### config.mk
export PLATFORM = sky130hd
export DESIGN_NAME = arithmetic_operation
export DESIGN_NICKNAME = d
export VERILOG_FILES = /design/src/rtl/arithmetic_operation.sv
export SDC_FILE = /design/constraint.sdc
export NUM_CORES = 1
export LEC_CHECK = 0
export CAP_MARGIN = 10
export CORE_AREA = 2 2 39 41
export DETAILED_ROUTE_END_ITERATION = 12
export DIE_AREA = 0 0 41 43
export HOLD_SLACK_MARGIN = 0.1
export PLACE_DENSITY = 0.65
export SETUP_SLACK_MARGIN = 0.15
export SLEW_MARGIN = 25
export SYNTH_ARGS = -nofsm -noshare
export SYNTH_HDL_FRONTEND = slang
export SYNTH_SLANG_ARGS = --single-unit
export TNS_END_PERCENT = 100
### constraint.sdc
create_clock -name clk -period 3.9 [get_ports clk]
set_input_delay 0.39 -clock clk [delete_from_list [all_inputs] [get_ports clk]]
set_output_delay 0.39 -clock clk [all_outputs]
set_load 0.05 [all_outputs]
### src/rtl/arithmetic_operation.sv
// Registered ALU stage: one-cycle latency, result plus carry/borrow, zero and signed-overflow flags.
// At WIDTH=1 with ADD selected it acts as a registered half adder.
module arithmetic_operation #(
  parameter int          WIDTH      = 1,
  parameter logic [2:0]  DEFAULT_OP = 3'b000
) (
  input  logic             clk,
  input  logic             rst_n,
  input  logic [WIDTH-1:0] a_in,
  input  logic [WIDTH-1:0] b_in,
  input  logic [2:0]       op_in,
  input  logic             valid_in,
  output logic [WIDTH-1:0] sum_out,
  output logic             carry_out,
  output logic             zero_out,
  output logic             overflow_out,
  output logic             valid_out
);

  localparam logic [2:0] OP_ADD  = 3'b000;
  localparam logic [2:0] OP_SUB  = 3'b001;
  localparam logic [2:0] OP_AND  = 3'b010;
  localparam logic [2:0] OP_OR   = 3'b011;
  localparam logic [2:0] OP_XOR  = 3'b100;
  localparam logic [2:0] OP_INC  = 3'b101;
  localparam logic [2:0] OP_DEC  = 3'b110;
  localparam logic [2:0] OP_PASS = 3'b111;

  localparam logic [WIDTH-1:0] ALL_ONES = '1;
  // Most positive / most negative signed values; collapse to 0 / 1 at WIDTH=1.
  localparam logic [WIDTH-1:0] SMAX = ALL_ONES >> 1;
  localparam logic [WIDTH-1:0] SMIN = ~SMAX;
  localparam logic [WIDTH:0]   ONE  = {{WIDTH{1'b0}}, 1'b1};

  // DEFAULT_OP only documents the tie-off value of op_in.
  logic unused_default_op;
  assign unused_default_op = ^DEFAULT_OP;

  logic [WIDTH:0] ext_a, ext_b, wide;
  logic           ovf;
  logic           msb_a, msb_b, msb_r;

  assign ext_a = {1'b0, a_in};
  assign ext_b = {1'b0, b_in};
  assign msb_a = a_in[WIDTH-1];
  assign msb_b = b_in[WIDTH-1];
  assign msb_r = wide[WIDTH-1];

  // Operands are zero-extended, so wide[WIDTH] is carry for adds, borrow for
  // subtracts, and always 0 for logic/pass.
  always_comb begin
    wide = '0;
    ovf  = 1'b0;
    unique case (op_in)
      OP_ADD: begin
        wide = ext_a + ext_b;
        ovf  = (msb_a == msb_b) && (msb_r != msb_a);
      end
      OP_SUB: begin
        wide = ext_a - ext_b;
        ovf  = (msb_a != msb_b) && (msb_r != msb_a);
      end
      OP_AND:  wide = ext_a & ext_b;
      OP_OR:   wide = ext_a | ext_b;
      OP_XOR:  wide = ext_a ^ ext_b;
      OP_INC: begin
        wide = ext_a + ONE;
        ovf  = (a_in == SMAX);
      end
      OP_DEC: begin
        wide = ext_a - ONE;
        ovf  = (a_in == SMIN);
      end
      OP_PASS: wide = ext_a;
      default: begin
        wide = '0;
        ovf  = 1'b0;
      end
    endcase
  end

  // Result flags only update on valid; valid_out tracks valid_in every cycle.
  always_ff @(posedge clk) begin
    if (!rst_n) begin
      sum_out      <= '0;
      carry_out    <= 1'b0;
      zero_out     <= 1'b1;
      overflow_out <= 1'b0;
      valid_out    <= 1'b0;
    end else begin
      valid_out <= valid_in;
      if (valid_in) begin
        sum_out      <= wide[WIDTH-1:0];
        carry_out    <= wide[WIDTH];
        zero_out     <= (wide[WIDTH-1:0] == '0);
        overflow_out <= ovf;
      end
    end
  end

endmodule

# Word level (Yosys, flattened, before mapping)
# Index checks and enable logic that the tools add are counted.
# totals
regBits	5
wordCells	29
# classes
n_bitwise	5
n_reduce_logical	3
n_eq_ne	10
addsub	4
mux	2
# op_table
op	count
one-hot mux 2 bit (8 select lines)	1
equality test 3 bit (second input constant)	4
equality test 3 x 2 -> 1 bit (second input constant)	2
one-hot mux 1 bit (4 select lines)	1
equality test 3 x 1 -> 1 bit (second input constant)	1
zero test 3 bit	1
adder 1 x 1 -> 2 bit	1
adder 1 x 1 -> 2 bit (second input constant)	1
logical AND 1 bit	2
inequality test 1 bit	2
inverter 1 bit	2
subtractor 1 x 1 -> 2 bit	1
subtractor 1 x 1 -> 2 bit (second input constant)	1
bitwise AND 1 bit	1
equality test 1 bit	1
OR 1 bit	1
bitwise XOR 1 bit	1

# Longest topological paths before layout
# Gate-level depths: netlist of the first run.
# logic_depth
depth_word	5
ltp_mapped	8

# Worst setup path after synthesis of the first run
# No wires, ideal clock.
# synth_timing
path_kind	input port to flip-flop
startpoint	input a_in
endpoint	register overflow_out
stages	6
setup_slack_ns	2.165
arrival_time_ns	1.647
path_buffers	0
setup_ns	0.088
cell_sequence	inv_1 ha_1 ha_1 a311o_1 a31o_1 a311oi_2
# synth_between
elab_chain_len	5
word_cells_on_any_way	15
cone_classes	add/sub: 4; eq/ne: 3; mux: 2; bitwise: 4; reduce/logical: 2
# synth_rtl
item	line	rtl
from (decl)	9	input logic [WIDTH-1:0] a_in,
subtractor 1 x 1 -> 2 bit (tied with other cells)	71	wide = ext_a - ONE;
one-hot mux 2 bit (8 select lines)	54	unique case (op_in)
inequality test 1 bit	57, 61	
logical AND 1 bit, on equally long branches	61, 57	
one-hot mux 1 bit (4 select lines) *	54	
to (signal assigned)	96	overflow_out <= ovf;
to (decl)	16	output logic overflow_out,
# Mark *: on every way between the ends. The rest lies on a longest branch, timed or not.
# A chain may end at the register's enable or synchronous reset.

# Final worst setup path of the first run
# layout_timing
startpoint	input op_in[1]
endpoint	register overflow_out
# layout_between
elab_chain_len	5
word_cells_on_any_way	13
cone_classes	eq/ne: 8; mux: 2; reduce/logical: 3
# layout_rtl
item	line	rtl
from (decl)	11	input logic [2:0] op_in,
equality test 3 bit (tied with other cells)	54	
one-hot mux 2 bit (8 select lines)	54	
inequality test 1 bit	57, 61	
logical AND 1 bit, on equally long branches	61, 57	
one-hot mux 1 bit (4 select lines) *	54	
# Marked as above.

==> flow_metrics.env, run 1 <==
export IMPL_status="complete, no violations"
export IMPL_pwr_share_clk_pct=33.4
export IMPL_synth_top_area_cell="dfxtp_1"
export IMPL_p_per_area_mw_per_mm2=286
export IMPL_worst_path_max_delay_cell="clkdlybuf4s50_1"
export IMPL_synth_top_area_share_pct=20.7
export IMPL_hold_depth=1
export IMPL_ys_seq_elements=5
export IMPL_seqCellArea_sq_um=100
export IMPL_portBuffers=12
export IMPL_finalSetupViolations=0
export IMPL_ys_top_cells_by_area="dfxtp_1 (21%), ha_1 (13%), nand2_1 (4.7%), inv_1 (3.9%), nor4b_1 (3.6%)"
export IMPL_wl_per_cell_um=12.8
export IMPL_cts_root_buf="clkbuf_4"
export IMPL_finalWorstSetupSlack_ps=1590
export IMPL_syn_inst=59
export IMPL_routed_wl_um=1130
export IMPL_cpLargestDelayFamily="buffers and inverters"
export IMPL_core_sq_mm=0.00138
export IMPL_first_global_vias=462
export IMPL_end_kind="register"
export IMPL_synth_most_common_cell="nand2_1"
export IMPL_reg2reg_depth=3
export IMPL_rsz0062_at_grt="false"
export IMPL_start_util_pct=35.0
export IMPL_post_route_period_util_pct=59.2
export IMPL_num_rows=14
export IMPL_antenna_cells=0
export IMPL_boundaryPins=13
export IMPL_fmax_ghz=0.433
export IMPL_vias=465
export IMPL_hold_viol_final=0
export IMPL_reg2reg_slack_ps=3000
export IMPL_ys_warnings_count=0
export IMPL_clock_skew_ps=0
export IMPL_track_usage_pct=16.2
export IMPL_cts_buffers=3
export IMPL_pwr_share_comb_pct=35.7
export IMPL_tightest_slew_ps=502
export IMPL_drt_iter0_markers=5
export IMPL_netlist_area_sq_um=484
export IMPL_relSlewSlack_pct=66.5
export IMPL_fillers=158
export IMPL_async_flop_share_pct=0
export IMPL_cp_num_buf_inv=1
export IMPL_overflow=0
export IMPL_avgSynthCellArea_sq_um=8.21
export IMPL_fp_dieH_um=43
export IMPL_htreeDepth=1
export IMPL_clk_latency_ps=240
export IMPL_switching_share_pct=33.3
export IMPL_crit_path_frequent_cell="nand2_1"
export IMPL_drv_cap=0
export IMPL_vdd_drop_max_v=0.000169
export IMPL_flow_area_growth_from_synthesis_pct=31.3
export IMPL_cp_cell_sequence="clkdlybuf4s50_1, xor2_1, nand2_1, nand2_1, ha_1, xnor2_1, o21ai_0, a31o_1, a311oi_2"
export IMPL_holdPathEnd="zero_out"
export IMPL_rr_startpoint="overflow_out"
export IMPL_hold_class="reg -> reg"
export IMPL_critPathLaunchType="input port"
export IMPL_clkTransAtPathRegs_ps=50
export IMPL_first_pass_iters=4
export IMPL_switchingPower_uw=60.6
export IMPL_ys_types=30
export IMPL_drc=0
export IMPL_place_congestion=0.682
export IMPL_synth_edff_count=0
export IMPL_r2r_end="overflow_out"
export IMPL_utilization_pct=45.9
export IMPL_ant_nets=0
export IMPL_antenna_found_initial=0
export IMPL_finalMaxSlewViolations=0
export IMPL_grt_max_degree=16
export IMPL_drive_gt1_share_pct=6.94
export IMPL_vias_per_cell=5.28
export IMPL_postLayoutCellArea_sq_um=636
export IMPL_fin_cells=88
export IMPL_hp_start="zero_out"
export IMPL_final_nets=86
export IMPL_cts_sinks=5
export IMPL_cts_resized=0
export IMPL_cts_tree="yes"
export IMPL_syn_num_nets=72
export IMPL_fin_tns_setup_ps=0
export IMPL_intPower_uw=121
export IMPL_place_inst=84
export IMPL_synthTopCellsByCount="nand2_1 (6), dfxtp_1 (5), ha_1 (5), inv_1 (5)"
export IMPL_max_clock_path_buffers=2
export IMPL_multi_input_area_sq_um=350
export IMPL_crit_required_ps=4060
export IMPL_cts_hold_repair_buffers=0
export IMPL_post_cts_buffers=0
export IMPL_cp_data_arrival_time_ps=2460
export IMPL_path_max_fanout=14
export IMPL_fin_crit_ps=2310
export IMPL_crit_type="in -> reg"
export IMPL_seqPwrFrac_pct=30.8
export IMPL_power_leakage_uw=0.000261
export IMPL_die_w_um=41
export IMPL_yosysSeqAreaShare_pct=20.7
export IMPL_max_stage_delay_ps=770
export IMPL_die_area_sq_mm=0.00176
export IMPL_dp_hpwl_um=856
export IMPL_pre_cts_ws_ps=1340
export IMPL_dpl_cell_area_sq_um=609
export IMPL_ys_flop_type="dfxtp_1"
export IMPL_grt_pass1_wl_um=1950
## stage by stage
| step | hold slack [ps] | total power (uW) |
|---|---|---|
| finish | 470 | 182 |
| global route | 492 | 196 |
| CTS | 473 | 187 |
| detailed placement | 455 | 122 |
| global placement | 453 | 121 |
| floorplan | 524 | 100 |
## cell usage in the layout, fill, tap and decap left out, drive strengths merged, types with 3 or more instances in the layout
master / count
o21ai: 3
nand2: 6
nor3: 3
nand2b: 3
inv: 5
dfxtp: 5
clkbuf: 4
ha: 5
clkdlybuf4s50: 12
## worst register-to-register path, cell delays in order (launching register included)
cell and delay [ps]:
dfxtp_1 330, nand2_1 80, a21boi_1 140, a311oi_2 250
## area by class of cell
cell class | count | area share (%)
Inverter | 5 | 2.95
Tap cell | 16 | 3.15
Clock buffer | 4 | 4.13
Sequential cell | 5 | 15.7
Multi-Input combinational cell | 46 | 55.1
Timing Repair Buffer | 12 | 18.9
## power by group through the flow
stage | clock (uW) | combinational, uW | sequential [uW]
final | 60.8 | 65.0 | 56.1
after floorplan | 0 | 31.2 | 68.9
after CTS | 65.2 | 65.3 | 56.1
after global routing | 68.3 | 71.3 | 56.5
after global placement | 0 | 64.1 | 57.1
after detailed placement | 0 | 64.7 | 57.1
## kinds of logic (layout without fill, tap and decap cells)
family,after synthesis,after routing,share of synthesized area (%)
xor+xnor,3,3,5.43
flops,5,5,20.7
fa+ha+maj,5,5,12.9
compound gates,16,16,26.6
simple gates,22,22,27.4
buf+inv,8,21,6.98
## sequential cells by signal (all words and copies together), names as in the netlist
signal / cells
sum_out: 1
carry_out: 1
overflow_out: 1
valid_out: 1
zero_out: 1
## metal layers
metal / global-route usage, % / vias up / part of all wire (%)
li1: - / 239 / -
met1: 20.5 / 212 / 47
met2: 24.1 / 12 / 48
met3: 3.14 / 2 / 3.1
met4: 10.0 / 0 / 1.4
met5: 0 / - / 0
## how the worst max path moves through the flow
stage	from	cells past startpoint	to
finish	op_in[1]	9	overflow_out
CTS	op_in[1]	9	overflow_out
global route	op_in[1]	9	overflow_out
floorplan	a_in	6	overflow_out
global placement	a_in	8	overflow_out
detailed placement	op_in[1]	9	overflow_out
Power figures use the tool's default switching activity.
==> run 2, diff against run 1 <==
--- a/config.mk
+++ b/config.mk
@@ -10,7 +10,7 @@
 export DETAILED_ROUTE_END_ITERATION = 12
 export DIE_AREA = 0 0 41 43
 export HOLD_SLACK_MARGIN = 0.1
-export PLACE_DENSITY = 0.65
+export PLACE_DENSITY = 0.67
 export SETUP_SLACK_MARGIN = 0.15
 export SLEW_MARGIN = 25
 export SYNTH_ARGS = -nofsm -noshare
==> constraint.sdc (replaced) <==
create_clock -name clk -period 2.1 [get_ports clk]
set_input_delay 0.21 -clock clk [delete_from_list [all_inputs] [get_ports clk]]
set_output_delay 0.21 -clock clk [all_outputs]
set_load 0.05 [all_outputs]
==> flow_metrics.env, run 2 (synthesized netlist as in run 1, its figures left out) <==
export IMPL_fmax_ghz=0.545
export IMPL_num_rows=14
export IMPL_flow_area_growth_from_synthesis_pct=43.2
export IMPL_worst_path_max_delay_cell="clkdlybuf4s50_1"
export IMPL_finalMaxSlewViolations=0
export IMPL_track_usage_pct=14.8
export IMPL_cts_root_buf="clkbuf_4"
export IMPL_place_congestion=0.846
export IMPL_rr_startpoint="overflow_out"
export IMPL_layout_common_cells="clkdlybuf4s50_1 (12), buf_4 (7), nand2_1 (6)"
export IMPL_fin_crit_ps=1840
export IMPL_power_uw=344
export IMPL_core_sq_mm=0.00138
export IMPL_drc=0
export IMPL_status="complete, no violations"
export IMPL_drv_cap=0
export IMPL_wl_met1_um=547
export IMPL_cts_buffers=3
export IMPL_clk_latency_ps=240
export IMPL_first_pass_iters=4
export IMPL_seqPwrFrac_pct=30.3
export IMPL_dp_hpwl_um=849
export IMPL_end_kind="register"
export IMPL_place_inst=91
export IMPL_hold_viol_final=0
export IMPL_crit_required_ps=2250
export IMPL_die_area_sq_mm=0.00176
export IMPL_switching_share_pct=32.0
export IMPL_drive_gt1_share_pct=16.5
export IMPL_vias_per_cell=5.22
export IMPL_clkTransAtPathRegs_ps=40
export IMPL_hold_class="reg -> reg"
export IMPL_rsz0062_at_grt="false"
export IMPL_max_clock_path_buffers=2
export IMPL_reg2reg_depth=3
export IMPL_die_w_um=41
export IMPL_switchingPower_uw=110
export IMPL_fp_dieH_um=43
export IMPL_fin_cells=95
export IMPL_vdd_drop_max_v=0.000284
export IMPL_first_global_vias=454
export IMPL_clock_skew_ps=0
export IMPL_cp_data_arrival_time_ps=1990
export IMPL_highest_layer="met3"
export IMPL_utilization_pct=50.1
export IMPL_cts_sinks=5
export IMPL_cts_tree="yes"
export IMPL_finalSetupViolations=0
export IMPL_antenna_found_initial=0
export IMPL_antenna_cells=0
export IMPL_crit_path_frequent_cell="ha_1"
export IMPL_overflow=0
export IMPL_pwr_share_comb_pct=38.1
export IMPL_post_route_period_util_pct=87.4
export IMPL_grt_max_degree=14
export IMPL_power_leakage_uw=0.000296
export IMPL_final_nets=93
export IMPL_cp_cell_sequence="clkdlybuf4s50_1, inv_1, ha_1, ha_1, a311o_1, a31o_1, a311oi_2"
export IMPL_boundaryPins=13
export IMPL_wl_per_cell_um=11.0
export IMPL_routed_wl_um=1050
export IMPL_start_util_pct=35.0
export IMPL_htreeDepth=1
export IMPL_max_stage_delay_ps=480
export IMPL_crit_type="in -> reg"
export IMPL_critPathLaunchType="input port"
export IMPL_route_met3_wl_um=30
export IMPL_reg2reg_slack_ps=1250
export IMPL_ant_nets=0
export IMPL_p_per_area_mw_per_mm2=497
export IMPL_drt_iter0_markers=5
export IMPL_relSlewSlack_pct=67.3
export IMPL_portBuffers=12
export IMPL_grt_pass1_wl_um=1850
export IMPL_worstSetupStartpoint="b_in"
export IMPL_dr_wl_met2_um=471
export IMPL_r2r_end="overflow_out"
export IMPL_crit_end="overflow_out"
export IMPL_fin_hold_ws_ps=461
export IMPL_pwr_share_clk_pct=31.6
export IMPL_intPower_uw=234
export IMPL_tightest_slew_ps=489
export IMPL_final_common_cell="clkdlybuf4s50_1"
export IMPL_vias=496
export IMPL_path_max_fanout=3
==> run 2: changes by cell type in the layout (fill, tap and decap cells not counted), sizes merged <==
cell  change
buf       +7
==> run 2: power groups by stage <==
stage / combinational (uW) / clock (uW) / sequential [uW]
global placement: 129 / 0 / 106
finish: 131 / 109 / 104
detailed placement: 129 / 0 / 106
global route: 143 / 123 / 105
floorplan: 58.0 / 0 / 128
CTS: 130 / 114 / 105
==> run 2: per-layer routing <==
metal  track usage, %  up-vias
met3             4.71        0
met5                0        -
li1                 -      255
met2             20.6        7
met4             2.00        0
met1             22.2      234
==> run 2: worst max-delay path, delay by kind of cell <==
kind	cells	cell delay (ps)
compound gates	3	710
fa+ha+maj	2	520
buf+inv	2	550
==> run 2: through the flow <==
stage / cell area (sq um) / TNS (ps) / worst slack, ps
finish: 693 / 0 / 264
detailed placement: 662 / 0 / 20.7
CTS: 688 / 0 / 261
global route: 693 / 0 / 155
global placement: 662 / -1.63 / -1.63
floorplan: 484 / 0 / 545
==> run 2: repair_timing <==
item | 4_1_cts | 5_1_grt
endpoints found under the setup margin | 0 | 1
hold buffers | 0 | 0
gates resized for setup | 0 | 2
hold endpoints to repair | 0 | 0
buffers inserted | 0 | 0
==> run 2: how the worst min path moves through the flow <==
| stage | startpoint | to | slack [ps] | cells after the start |
|---|---|---|---|---|
| after global routing | zero_out | zero_out | 490 | 1 |
| after detailed placement | zero_out | zero_out | 460 | 1 |
| after CTS | zero_out | zero_out | 470 | 1 |
| after global placement | zero_out | zero_out | 450 | 1 |
| final | zero_out | zero_out | 460 | 1 |
| after floorplan | rst_n | valid_out | 340 | 2 |
==> run 2: area by class of cell <==
class,instances,area [sq um]
Tap cell,16,20.0
Clock buffer,4,26.3
Sequential cell,5,100
Multi-Input combinational cell,46,355
Inverter,5,18.8
Timing Repair Buffer,19,173
Fill cell,141,691
